File: src/rtl/instr_fetch_unit_if.sv
// Bundle of the fetch unit's bus signals: the instruction memory
// request/response channel, the decode valid/ready channel and the
// branch/jump redirect input. The fetch unit takes the master side and
// memory, decode and branch resolution together take the slave side.
interface instr_fetch_unit_if;

   // Instruction memory channel
   logic        imem_req;
   logic [31:0] imem_addr;
   logic        imem_rvalid;
   logic [31:0] imem_rdata;

   // Decode channel
   logic        instr_valid;
   logic        instr_ready;
   logic [31:0] instruction;
   logic [6:0]  opcode;
   logic [31:0] instr_pc;

   // Redirect from branch/jump resolution
   logic        redirect_valid;
   logic [31:0] redirect_pc;

   modport master (
      output imem_req,
      output imem_addr,
      input  imem_rvalid,
      input  imem_rdata,
      output instr_valid,
      input  instr_ready,
      output instruction,
      output opcode,
      output instr_pc,
      input  redirect_valid,
      input  redirect_pc
   );

   modport slave (
      input  imem_req,
      input  imem_addr,
      output imem_rvalid,
      output imem_rdata,
      input  instr_valid,
      output instr_ready,
      input  instruction,
      input  opcode,
      input  instr_pc,
      output redirect_valid,
      output redirect_pc
   );

endinterface

File: src/rtl/instr_fetch_unit.sv
// Instruction fetch stage. Owns the program counter, keeps one request
// outstanding to instruction memory at a time, latches the returned word
// into an instruction register and offers it to decode. A redirect from
// branch/jump resolution retargets the PC; a fetch already in flight is
// allowed to complete but its data is thrown away.
module instr_fetch_unit #(
   parameter logic [31:0] RESET_PC = 32'h0000_0000,
   parameter int unsigned PC_INC   = 4
) (
   input logic              clk,
   input logic              rst_n,
   instr_fetch_unit_if.master bus
);

   // The two low PC bits never reach memory, so force alignment here
   // rather than trusting every caller of the parameter.
   localparam logic [31:0] RESET_PC_W = RESET_PC & ~32'h3;
   localparam logic [31:0] PC_STEP    = 32'(PC_INC);

   // FETCH: request outstanding, waiting for its response.
   // KILL : request outstanding but squashed; its response is dropped.
   // HOLD : instruction register is live and offered to decode.
   typedef enum logic [1:0] {
      FETCH = 2'd0,
      KILL  = 2'd1,
      HOLD  = 2'd2
   } state_t;

   state_t      state_q;
   logic [31:0] pc_q;
   logic [31:0] req_addr_q;
   logic        req_q;
   logic        valid_q;
   logic [31:0] instr_q;
   logic [6:0]  opcode_q;
   logic [31:0] instr_pc_q;

   logic [31:0] target_d;
   logic [31:0] seq_pc_d;

   // Redirect targets are word addresses; the low two bits are dropped.
   assign target_d = bus.redirect_pc & ~32'h3;
   // Sequential successor of the current PC, wrapping modulo 2^32.
   assign seq_pc_d = pc_q + PC_STEP;

   // Fetch controller: state, PC, request and instruction register.
   // req_q resets low so no request is visible while reset is asserted;
   // it rises on the first clock edge after release. Responses that
   // arrive while req_q is low (just after reset, or in HOLD) are ignored.
   always_ff @(posedge clk or negedge rst_n) begin
      if (!rst_n) begin
         state_q    <= FETCH;
         pc_q       <= RESET_PC_W;
         req_addr_q <= RESET_PC_W;
         req_q      <= 1'b0;
         valid_q    <= 1'b0;
         instr_q    <= 32'h0;
         opcode_q   <= 7'h0;
         instr_pc_q <= 32'h0;
      end else begin
         unique case (state_q)
            FETCH: begin
               if (!req_q) begin
                  // First cycle after reset: nothing is outstanding yet,
                  // so a redirect simply retargets the first request.
                  req_q <= 1'b1;
                  if (bus.redirect_valid) begin
                     pc_q       <= target_d;
                     req_addr_q <= target_d;
                  end
               end else if (bus.imem_rvalid && bus.redirect_valid) begin
                  // Response and redirect together: the response closes
                  // the old request, so the target goes out immediately.
                  pc_q       <= target_d;
                  req_addr_q <= target_d;
               end else if (bus.imem_rvalid) begin
                  instr_q    <= bus.imem_rdata;
                  opcode_q   <= bus.imem_rdata[6:0];
                  instr_pc_q <= req_addr_q;
                  valid_q    <= 1'b1;
                  req_q      <= 1'b0;
                  state_q    <= HOLD;
               end else if (bus.redirect_valid) begin
                  // The old address must stay on the bus until its
                  // response arrives, so only pc moves.
                  pc_q    <= target_d;
                  state_q <= KILL;
               end
            end

            KILL: begin
               if (bus.imem_rvalid) begin
                  state_q <= FETCH;
                  if (bus.redirect_valid) begin
                     pc_q       <= target_d;
                     req_addr_q <= target_d;
                  end else begin
                     req_addr_q <= pc_q;
                  end
               end else if (bus.redirect_valid) begin
                  pc_q <= target_d;
               end
            end

            HOLD: begin
               if (bus.redirect_valid) begin
                  // Redirect outranks consumption: no sequential step.
                  pc_q       <= target_d;
                  req_addr_q <= target_d;
                  valid_q    <= 1'b0;
                  req_q      <= 1'b1;
                  state_q    <= FETCH;
               end else if (bus.instr_ready) begin
                  pc_q       <= seq_pc_d;
                  req_addr_q <= seq_pc_d;
                  valid_q    <= 1'b0;
                  req_q      <= 1'b1;
                  state_q    <= FETCH;
               end
            end

            default: begin
               state_q <= FETCH;
               req_q   <= 1'b0;
               valid_q <= 1'b0;
            end
         endcase
      end
   end

   assign bus.imem_req    = req_q;
   assign bus.imem_addr   = req_addr_q;
   assign bus.instr_valid = valid_q;
   assign bus.instruction = instr_q;
   assign bus.opcode      = opcode_q;
   assign bus.instr_pc    = instr_pc_q;

endmodule

File: src/flat_wrapper.sv
// flat-port wrapper written by rule: the top's interface ports become plain ports
module instr_fetch_unit_flat 
#(
   parameter logic [31:0] RESET_PC = 32'h0000_0000,
   parameter int unsigned PC_INC   = 4
)
  (clk, rst_n, bus_imem_req, bus_imem_addr, bus_imem_rvalid, bus_imem_rdata, bus_instr_valid, bus_instr_ready, bus_instruction, bus_opcode, bus_instr_pc, bus_redirect_valid, bus_redirect_pc);
  instr_fetch_unit_if bus_i ();
  input logic clk;
  input logic rst_n;
  output wire logic [$bits(bus_i.imem_req)-1:0] bus_imem_req;
  output wire logic [$bits(bus_i.imem_addr)-1:0] bus_imem_addr;
  input wire logic [$bits(bus_i.imem_rvalid)-1:0] bus_imem_rvalid;
  input wire logic [$bits(bus_i.imem_rdata)-1:0] bus_imem_rdata;
  output wire logic [$bits(bus_i.instr_valid)-1:0] bus_instr_valid;
  input wire logic [$bits(bus_i.instr_ready)-1:0] bus_instr_ready;
  output wire logic [$bits(bus_i.instruction)-1:0] bus_instruction;
  output wire logic [$bits(bus_i.opcode)-1:0] bus_opcode;
  output wire logic [$bits(bus_i.instr_pc)-1:0] bus_instr_pc;
  input wire logic [$bits(bus_i.redirect_valid)-1:0] bus_redirect_valid;
  input wire logic [$bits(bus_i.redirect_pc)-1:0] bus_redirect_pc;
  assign bus_imem_req = bus_i.imem_req;
  assign bus_imem_addr = bus_i.imem_addr;
  assign bus_i.imem_rvalid = bus_imem_rvalid;
  assign bus_i.imem_rdata = bus_imem_rdata;
  assign bus_instr_valid = bus_i.instr_valid;
  assign bus_i.instr_ready = bus_instr_ready;
  assign bus_instruction = bus_i.instruction;
  assign bus_opcode = bus_i.opcode;
  assign bus_instr_pc = bus_i.instr_pc;
  assign bus_i.redirect_valid = bus_redirect_valid;
  assign bus_i.redirect_pc = bus_redirect_pc;
  instr_fetch_unit #(.RESET_PC(RESET_PC), .PC_INC(PC_INC)) u_core (.clk(clk), .rst_n(rst_n), .bus(bus_i));
endmodule
File: config.mk
export PLATFORM = sky130hd
export DESIGN_NAME = instr_fetch_unit_flat
export DESIGN_NICKNAME = d
export VERILOG_FILES = /design/src/rtl/instr_fetch_unit_if.sv /design/src/rtl/instr_fetch_unit.sv /design/src/flat_wrapper.sv
export SDC_FILE = /design/constraint.sdc
export NUM_CORES = 1
export LEC_CHECK = 0
export BUFFER_PORTS_ARGS = -buffer_cell sky130_fd_sc_hd__buf_2
export CAP_MARGIN = 20
export CORE_UTILIZATION = 36
export DETAILED_ROUTE_END_ITERATION = 7
export GPL_TIMING_DRIVEN = 0
export PLACE_DENSITY = 0.63
export SLEW_MARGIN = 10
export SYNTH_ARGS = -nofsm -noshare
export SYNTH_HDL_FRONTEND = slang
export SYNTH_SLANG_ARGS = --single-unit
File: constraint.sdc
create_clock -name clk -period 4.05 [get_ports clk]
set_input_delay 0.6075 -clock clk [delete_from_list [all_inputs] [get_ports clk]]
set_output_delay 0.6075 -clock clk [all_outputs]
set_load 0.01 [all_outputs]
==> flow_metrics.tcl, run 1 <==
set metrics [dict create \
    status "complete, no violations" \
    cp_max_fo 10 \
    grtUsageTotal_pct 24.0 \
    die_y_microns 143 \
    cts_buffer_depth 2 \
    swShare_pct 43.2 \
    cts_tree "yes" \
    multi_input_area_sq_um 3480 \
    cts_buffers 17 \
    clk_latency_ns 0.42 \
    vias_per_cell 5.64 \
    synth_nets 797 \
    insertedDiodeCount 0 \
    cts_hold_buf 0 \
    register_area_sq_um 3300 \
    vias 6706 \
    ys_ff_latch 132 \
    cts-root-buf "clkbuf_16" \
    clk_pin_slew_ns 0.06 \
    drive_gt1_share_pct 35.2 \
    crit_required_ns 4.37 \
    reg2reg_depth 7 \
    place_hpwl_mm 17.0 \
    ant_nets 0 \
    post-route-period-util_pct 68.4 \
    arrival_ns 3.09 \
    grt_max_degree 78 \
    setup-tns-final_ns 0 \
    p_leak_nw 4.14 \
    synth-main-ff-cell "dfrtp_1" \
    synthCells 723 \
    synthToLayoutAreaGrowth_pct 24.8 \
    ys_async_sr_fraction_pct 100 \
    htreeDepth 4 \
    p_switching_w 0.00326 \
    gr-total-overflow 0 \
    antenna_found_initial 0 \
    rows 51 \
    finClkSkew_ns 0.00861 \
    post-route-min-period_ns 2.77 \
    hold_viol 0 \
    hold_path_class "primary input to asynchronous set/reset pin" \
    die-area_sq_um 20500 \
    cts.sinks 132 \
    nets 987 \
    place.gp.congestion 0.957 \
    comb_power_share_pct 47.7 \
    routedWlPerCell_microns 20.1 \
    io_pins 174 \
    start_kind "flop" \
    max-vdd-ir-drop_uv 355 \
    clkPwrFrac_pct 20.0 \
    grt_pass1_wl_mm 36.2 \
    die_width_microns 143 \
    synth_edf_count 0 \
    pwr_density_cell_nw_per_um2 843 \
    fillers 1891 \
    route.detailed.drc 0 \
    fmax_ghz 0.361 \
    grt_pass1_vias 6221 \
    initialDrtViolationCount 668 \
    yosys_warnings 0 \
    slew_violations 0 \
    end_kind "flop" \
    portBuffers 170 \
    power_frac_seq_pct 32.3 \
    core_area_sq_um 19500 \
    finalSetupViolCount 0 \
    synth_cell_types 67 \
    wl_mm 23.8 \
    rsz0062_at_grt "false" \
    p_int_w 0.00429 \
    initial_utilization_pct 36.8 \
    path_class "flop to flop" \
    drt_first_pass_iters 6 \
    r2r-start "u_core.state_q[1]" \
    max_cap_violations 0 \
    yosysSeqAreaShare_pct 46.1 \
    tightest_slew_ns 0.856 \
    cts_resized 0 \
    worstReg2RegEnd "u_core.bus.imem_addr[12]" \
    reg2reg_slack_ns 1.28 \
    fin_hold_ws_ns 0.152 \
    syn_area_sq_um 7170 \
    slew_headroom_pct 42.7 \
    avgSynthCellArea_sq_um 9.91 \
    post-cts-setup-buffers 0 \
]
==> layout by cell type (no fill, tap or decap), types with 12 or more instances in the layout <==
cell type	n
a21oi_1	37
buf_2	185
dfrtp_1	132
clkbuf_16	17
clkbuf_1	25
nand2_1	70
and3_1	12
nand3_1	21
nor2_1	49
inv_1	20
a31oi_1	18
mux2_2	76
a22oi_1	16
o21ai_0	51
mux2i_1	12
==> sequential cells by signal (all words and copies together), names as in the netlist <==
name                    count
u_core.pc_q                32
u_core.bus.imem_addr       32
u_core.state_q              2
u_core.bus.instr_valid      1
u_core.bus.instruction     32
u_core.bus.imem_req         1
u_core.bus.instr_pc        32
==> routing by layer <==
metal  vias up  track usage (%)  share of wire (%)
met1      3195             30.9                 42
met5         -                0                  0
met4         0             10.5                2.7
li1       3068                -                  -
met3        52             6.17                9.7
met2       391             37.8                 45
==> synth_stat cells (11+ instances only) <==
cell type / count / area [sq um]
o21ai_0: 51 / 255
mux2i_1: 12 / 120
nand2_1: 70 / 263
a31oi_1: 18 / 113
a22oi_1: 16 / 120
a21oi_1: 37 / 185
nand3_1: 21 / 105
mux2_2: 76 / 856
and3_1: 12 / 75.1
clkbuf_1: 25 / 93.8
nor2_1: 49 / 184
buf_4: 11 / 82.6
inv_1: 20 / 75.1
buf_2: 16 / 80.1
dfrtp_1: 132 / 3300
==> power by group through the flow <==
stage                     Combinational (W)  Sequential [W]  Clock [W]
after floorplan                     0.00202         0.00258          0
after global placement              0.00352         0.00242          0
after detailed placement            0.00357         0.00246          0
after CTS                           0.00358         0.00244    0.00154
after global routing                0.00395         0.00253    0.00159
final                               0.00360         0.00244    0.00151
==> critical path, cell delays in order (launching register included) <==
cell and delay (ns):
dfrtp_1 0.40, inv_1 0.08, ha_1 0.34, clkbuf_1 0.40
clkbuf_1 0.41, clkbuf_1 0.53, nand2_1 0.25, o221ai_1 0.25
==> worst max-delay path by stage <==
stage                                           to  depth (start not counted)          startpoint  slack, ns
after floorplan           u_core.bus.imem_addr[20]                          7  bus_redirect_valid       1.97
after global placement     u_core.bus.instr_pc[18]                          1               rst_n       0.39
after detailed placement           u_core.pc_q[19]                          7  bus_redirect_valid       1.25
after CTS                 u_core.bus.imem_addr[12]                          7   u_core.state_q[1]       1.37
after global routing      u_core.bus.imem_addr[17]                          7   u_core.state_q[1]       1.08
final                     u_core.bus.imem_addr[12]                          7   u_core.state_q[1]       1.28
==> cell type report <==
| class | count | share of cell area (%) |
|---|---|---|
| multi-input cells | 510 | 38.9 |
| flip-flops and latches | 132 | 36.9 |
| repair buffers | 171 | 9.89 |
| clock buffers | 17 | 4.76 |
| well taps | 265 | 3.71 |
| plain buffers | 61 | 3.50 |
| clock inverters | 13 | 1.52 |
| inverters | 20 | 0.839 |
==> per-stage QoR <==
step | std cells | total power [W] | setup WS (ns) | area, sq um | util [%]
finish | 1189 | 0.00754 | 1.28 | 8940 | 46.0
global route | 1189 | 0.00807 | 1.08 | 8940 | 46.0
CTS | 1189 | 0.00756 | 1.37 | 8940 | 46.0
detailed placement | 1159 | 0.00602 | 1.25 | 8380 | 43.1
global placement | 1158 | 0.00595 | 0.392 | 8350 | 42.9
floorplan | 723 | 0.00459 | 1.97 | 7170 | -
==> logic make-up after synthesis <==
logic type                 Yosys count  synth area share [%]
adders and majority gates            5                 0.873
AOI/OAI and AO/OA                  205                  18.8
buffers and inverters               81                  5.41
and+or+nand+nor                    212                  15.2
muxes                               88                  13.6
DFF                                132                  46.1
Note: power is estimated with default switching activity, not from simulation.
==> run 2, diff against run 1 <==
==> constraint.sdc (replaced) <==
create_clock -name clk -period 2.75 [get_ports clk]
set_input_delay 0.4125 -clock clk [delete_from_list [all_inputs] [get_ports clk]]
set_output_delay 0.4125 -clock clk [all_outputs]
set_load 0.01 [all_outputs]
==> run 2 against run 1 <==
Net effect: core utilization up 0.077 points; highest routed layer unchanged; largest power group unchanged; count of clock-buffer cells in the layout unchanged; largest cell class unchanged; clock power up 47%.
==> flow_metrics.tcl, run 2 (synthesis gave the netlist of run 1 again) <==
set metrics [dict create \
    vias 6690 \
    wl_mm 23.9 \
    cts_tree "yes" \
    cts_buffer_depth 2 \
    routedWlPerCell_microns 20.1 \
    die_y_microns 143 \
    antenna_found_initial 0 \
    cts-root-buf "clkbuf_16" \
    rsz0062_at_grt "false" \
    max-vdd-ir-drop_uv 533 \
    cp_max_fo 10 \
    holdPathStages 2 \
    fin_hold_ws_ns 0.219 \
    reg2reg_slack_ns 0.12 \
    post-route-min-period_ns 2.63 \
    grt_max_degree 78 \
    drt_first_pass_iters 5 \
    rows 51 \
    vias_per_cell 5.62 \
    clk_pin_slew_ns 0.06 \
    slew_violations 0 \
    end_kind "flop" \
    fillers 1887 \
    drive_gt1_share_pct 35.5 \
    fmax_ghz 0.380 \
    nets 988 \
    die_width_microns 143 \
    finalSetupViolCount 0 \
    hp-start "bus_imem_rdata[6]" \
    route.detailed.drc 0 \
    dpl.cell_count 1159 \
    reg2reg_depth 9 \
    arrival_ns 2.95 \
    clk_latency_ns 0.43 \
    power.total_w 0.0111 \
    post-route-period-util_pct 95.7 \
    max_cap_violations 0 \
    place.gp.congestion 0.957 \
    insertedDiodeCount 0 \
    mostFrequentLayoutCell "buf_2" \
    cts.sinks 132 \
    cts_buffers 17 \
    status "complete, no violations" \
    crit_required_ns 3.07 \
    ant_nets 0 \
    core_area_sq_um 19500 \
    grt_pass1_wl_mm 36.2 \
    hold_viol 0 \
    pwr_density_cell_nw_per_um2 1240 \
    synthToLayoutAreaGrowth_pct 25.0 \
    gr-total-overflow 0 \
    layout.cells.non_filler 1190 \
    setup-tns-final_ns 0 \
    whs_endpoint "u_core.bus.instruction[6]" \
    layout_common_cells "buf_2, dfrtp_1, mux2_2" \
    grt_pass1_vias 6221 \
    hold_path_class "primary input to flop" \
    path_class "flop to flop" \
    r2r-start "u_core.state_q[1]" \
    portBuffers 170 \
    worstReg2RegEnd "u_core.pc_q[1]" \
    start_kind "flop" \
    slew_headroom_pct 48.7 \
    io_pins 174 \
    tightest_slew_ns 0.769 \
    initial_utilization_pct 36.8 \
    finClkSkew_ns 0.0103 \
    initialDrtViolationCount 667 \
    grtUsageTotal_pct 24.0 \
    p_leak_nw 4.15 \
    place_hpwl_mm 17.0 \
    post-cts-setup-buffers 0 \
    utilization_pct 46.0 \
    htreeDepth 4 \
    die-area_sq_um 20500 \
]
-- run 2: worst max path at each step --
stage | startpoint | to | slack [ns]
after detailed placement | u_core.state_q[1] | u_core.bus.imem_addr[12] | 0.10
after global placement | rst_n | u_core.bus.instr_pc[18] | -0.71
after CTS | u_core.state_q[1] | u_core.bus.imem_addr[12] | 0.07
after global routing | u_core.state_q[0] | u_core.pc_q[6] | 0.006
final | u_core.state_q[1] | u_core.pc_q[1] | 0.12
after floorplan | u_core.state_q[0] | u_core.bus.imem_addr[20] | 0.70
-- run 2: metrics by stage --
step	instance area, sq um	worst slack, ns
after floorplan	7170	0.699
after global placement	8350	-0.713
after detailed placement	8380	0.102
after CTS	8950	0.0722
after global routing	8960	0.00636
final	8960	0.119
-- run 2: layout make-up --
type	count	area (sq um)	share of cell area, %
buffer	61	315	3.52
clock buffer	17	425	4.75
clock inverter	13	136	1.52
inverter	20	75.1	0.838
multi-input combinational	510	3480	38.8
sequential	132	3300	36.9
tap	265	332	3.70
timing repair buffer	172	895	9.98
-- run 2: worst max-delay path, stage by stage, from the launching register on --
cell and delay [ns]:
dfrtp_1 0.40, inv_1 0.08, ha_1 0.17, clkbuf_1 0.22, inv_1 0.14, clkbuf_1 0.57
nand2_1 0.34, nor2_1 0.21, o21ai_0 0.16, and2_1 0.22
-- run 2: power by group --
group	total [W]	internal [W]	switching, W
Sequential	0.00359	0.00288	0.000713
Clock	0.00222	0.00132	0.000904
Combinational	0.00531	0.00212	0.00319
Total	0.0111	0.00632	0.00481
-- run 2: metal layers --
metal	GRT usage, %	part of all wire [%]	vias up
met2	37.8	45	405
met5	0	0	-
met4	10.5	2.7	0
met3	6.17	10	58
li1	-	-	3071
met1	30.9	42	3156
-- run 2: timing repair --
item                                    in CTS  in global routing
endpoints found under the setup margin       0                 13
gates resized for setup                      0                  5
hold buffers                                 1                  0
hold endpoints to repair                    46                  0
==> run 3, diff against run 2 <==
--- a/config.mk
+++ b/config.mk
@@ -7,10 +7,11 @@
 export LEC_CHECK = 0
 export BUFFER_PORTS_ARGS = -buffer_cell sky130_fd_sc_hd__buf_2
 export CAP_MARGIN = 20
-export CORE_UTILIZATION = 36
+export CORE_ASPECT_RATIO = 0.6
+export CORE_UTILIZATION = 40
 export DETAILED_ROUTE_END_ITERATION = 7
 export GPL_TIMING_DRIVEN = 0
-export PLACE_DENSITY = 0.63
+export PLACE_DENSITY = 0.68
 export SLEW_MARGIN = 10
 export SYNTH_ARGS = -nofsm -noshare
 export SYNTH_HDL_FRONTEND = slang
==> run 3 against run 2 <==
Net effect: power increased by 2.6%; sequential share of layout area decreased by 0.051 points; core utilization increased by 5.8 points; critical path depth decreased by 1; register-to-register slack improved by 0.02 ns; routed wire length increased by 1.6%; cell area increased by 0.14%; clock power increased by 8%; critical path type unchanged; fmax increased by 0.63%.
==> flow_metrics.tcl, run 3 (synthesis gave the netlist of run 1 again) <==
set metrics [dict create \
    clk_pin_slew_ns 0.06 \
    max-vdd-ir-drop_uv 667 \
    htreeDepth 4 \
    setup-tns-final_ns 0 \
    grtUsageTotal_pct 26.7 \
    final_cell_area_sq_um 8970 \
    drive_gt1_share_pct 35.9 \
    wl_mm 24.3 \
    core_area_sq_um 17300 \
    dpl_worst_slack_ns 0.0798 \
    cts_buffers 17 \
    finalSetupViolCount 0 \
    hp-start "bus_imem_rdata[13]" \
    insertedDiodeCount 0 \
    initial_utilization_pct 41.4 \
    fmax_ghz 0.382 \
    clk_latency_ns 0.42 \
    grt_pass1_wl_mm 37.6 \
    route.detailed.drc 0 \
    io_pins 174 \
    mostFrequentLayoutCell "buf_2" \
    reg2reg_slack_ns 0.14 \
    grt_max_degree 77 \
    place_area_sq_um 8340 \
    fin_hold_ws_ns 0.215 \
    drt_first_pass_iters 6 \
    hold_path_class "primary input to flop" \
    layout_common_cells "buf_2, dfrtp_1, mux2_2" \
    crit_required_ns 3.08 \
    vias_per_cell 6.08 \
    antenna_found_initial 0 \
    ant_nets 0 \
    setup_slack_ns 0.135 \
    cts.sinks 132 \
    grt_pass1_vias 6520 \
    slew_headroom_pct 41.8 \
    tightest_slew_ns 0.873 \
    rsz0062_at_grt "false" \
    vias 7064 \
    portBuffers 170 \
    reg2reg_depth 8 \
    gr-total-overflow 0 \
    post-route-period-util_pct 95.1 \
    place_hpwl_mm 17.2 \
    post-route-min-period_ns 2.61 \
    p_leak_nw 4.19 \
    post-cts-setup-buffers 0 \
    holdPathStages 2 \
    initialDrtViolationCount 939 \
    path_class "flop to flop" \
    die_width_microns 175 \
    place.gp.congestion 1.01 \
    end_kind "flop" \
    pwr_density_cell_nw_per_um2 1270 \
    cts-root-buf "clkbuf_16" \
    utilization_pct 51.8 \
    arrival_ns 2.94 \
    status "complete, no violations" \
    die_y_microns 106 \
    whs_endpoint "u_core.bus.instruction[13]" \
    cts_buffer_depth 2 \
    slew_violations 0 \
    rows 37 \
    start_kind "flop" \
    synthToLayoutAreaGrowth_pct 25.2 \
    finClkSkew_ns 0.00832 \
    r2r-start "u_core.state_q[0]" \
    nets 988 \
    hold_viol 0 \
    max_cap_violations 0 \
    cts_tree "yes" \
    cp_max_fo 10 \
    worstReg2RegEnd "u_core.state_q[0]" \
    routedWlPerCell_microns 20.9 \
    die-area_sq_um 18500 \
]
==> run 3: cell count changes in the layout (fill, tap and decap cells not counted) <==
cell	previous run	this run
buf_1	6	4
bufinv_16	2	3
clkinv_2	4	2
clkinvlp_4	4	2
clkinv_4	1	4
clkbuf_2	2	6
clkbuf_1	23	22
inv_8	0	1
==> run 3: how the worst max path moves through the flow <==
stage | startpoint | endpoint | cells past startpoint
3_5_place_dp | bus_redirect_valid | u_core.pc_q[19] | 7
6_report | u_core.state_q[0] | u_core.state_q[0] | 8
2_1_floorplan | u_core.state_q[0] | u_core.bus.imem_addr[20] | 8
3_3_place_gp | rst_n | u_core.bus.instruction[22] | 1
5_1_grt | u_core.state_q[0] | u_core.state_q[0] | 8
4_1_cts | u_core.state_q[0] | u_core.pc_q[19] | 8
==> run 3: cell type report <==
type                            count  area [sq um]
Sequential cell                   132          3300
Inverter                           20          75.1
Clock buffer                       18           429
Fill cell                        1625          8340
Buffer                             61           320
Multi-Input combinational cell    510          3480
Clock inverter                     14           179
Tap cell                          234           293
Timing Repair Buffer              172           895
==> run 3: through the flow <==
step / total power, W / std cells
final: 0.0114 / 1161
after global routing: 0.0121 / 1161
after CTS: 0.0113 / 1161
after detailed placement: 0.00887 / 1128
after global placement: 0.00879 / 1127
after floorplan: 0.00677 / 723
==> run 3: critical path, stage by stage (launching register included) <==
cell and delay (ns):
dfrtp_1 0.38, inv_1 0.10, ha_1 0.27, inv_1 0.30
clkbuf_1 0.62, o22ai_1 0.14, a22oi_1 0.34, a31oi_1 0.14
o22ai_1 0.22
==> run 3: layer usage <==
metal  GRT usage (%)  wire [microns]
met2            36.4            9440
met3            8.08            3070
met1            40.6           11300
met5               0               0
met4            6.21             510
==> run 3: timing repair <==
item	4_1_cts	5_1_grt
endpoints found under the hold margin	24	0
gates resized for setup	0	11
hold buffers	1	0
setup endpoints to repair	0	59
==> run 3: power by group <==
group	switching, W	internal, W	leakage, nW
registers	0.000701	0.00288	1.62
logic	0.00331	0.00213	2.27
clock network	0.000952	0.00144	0.293
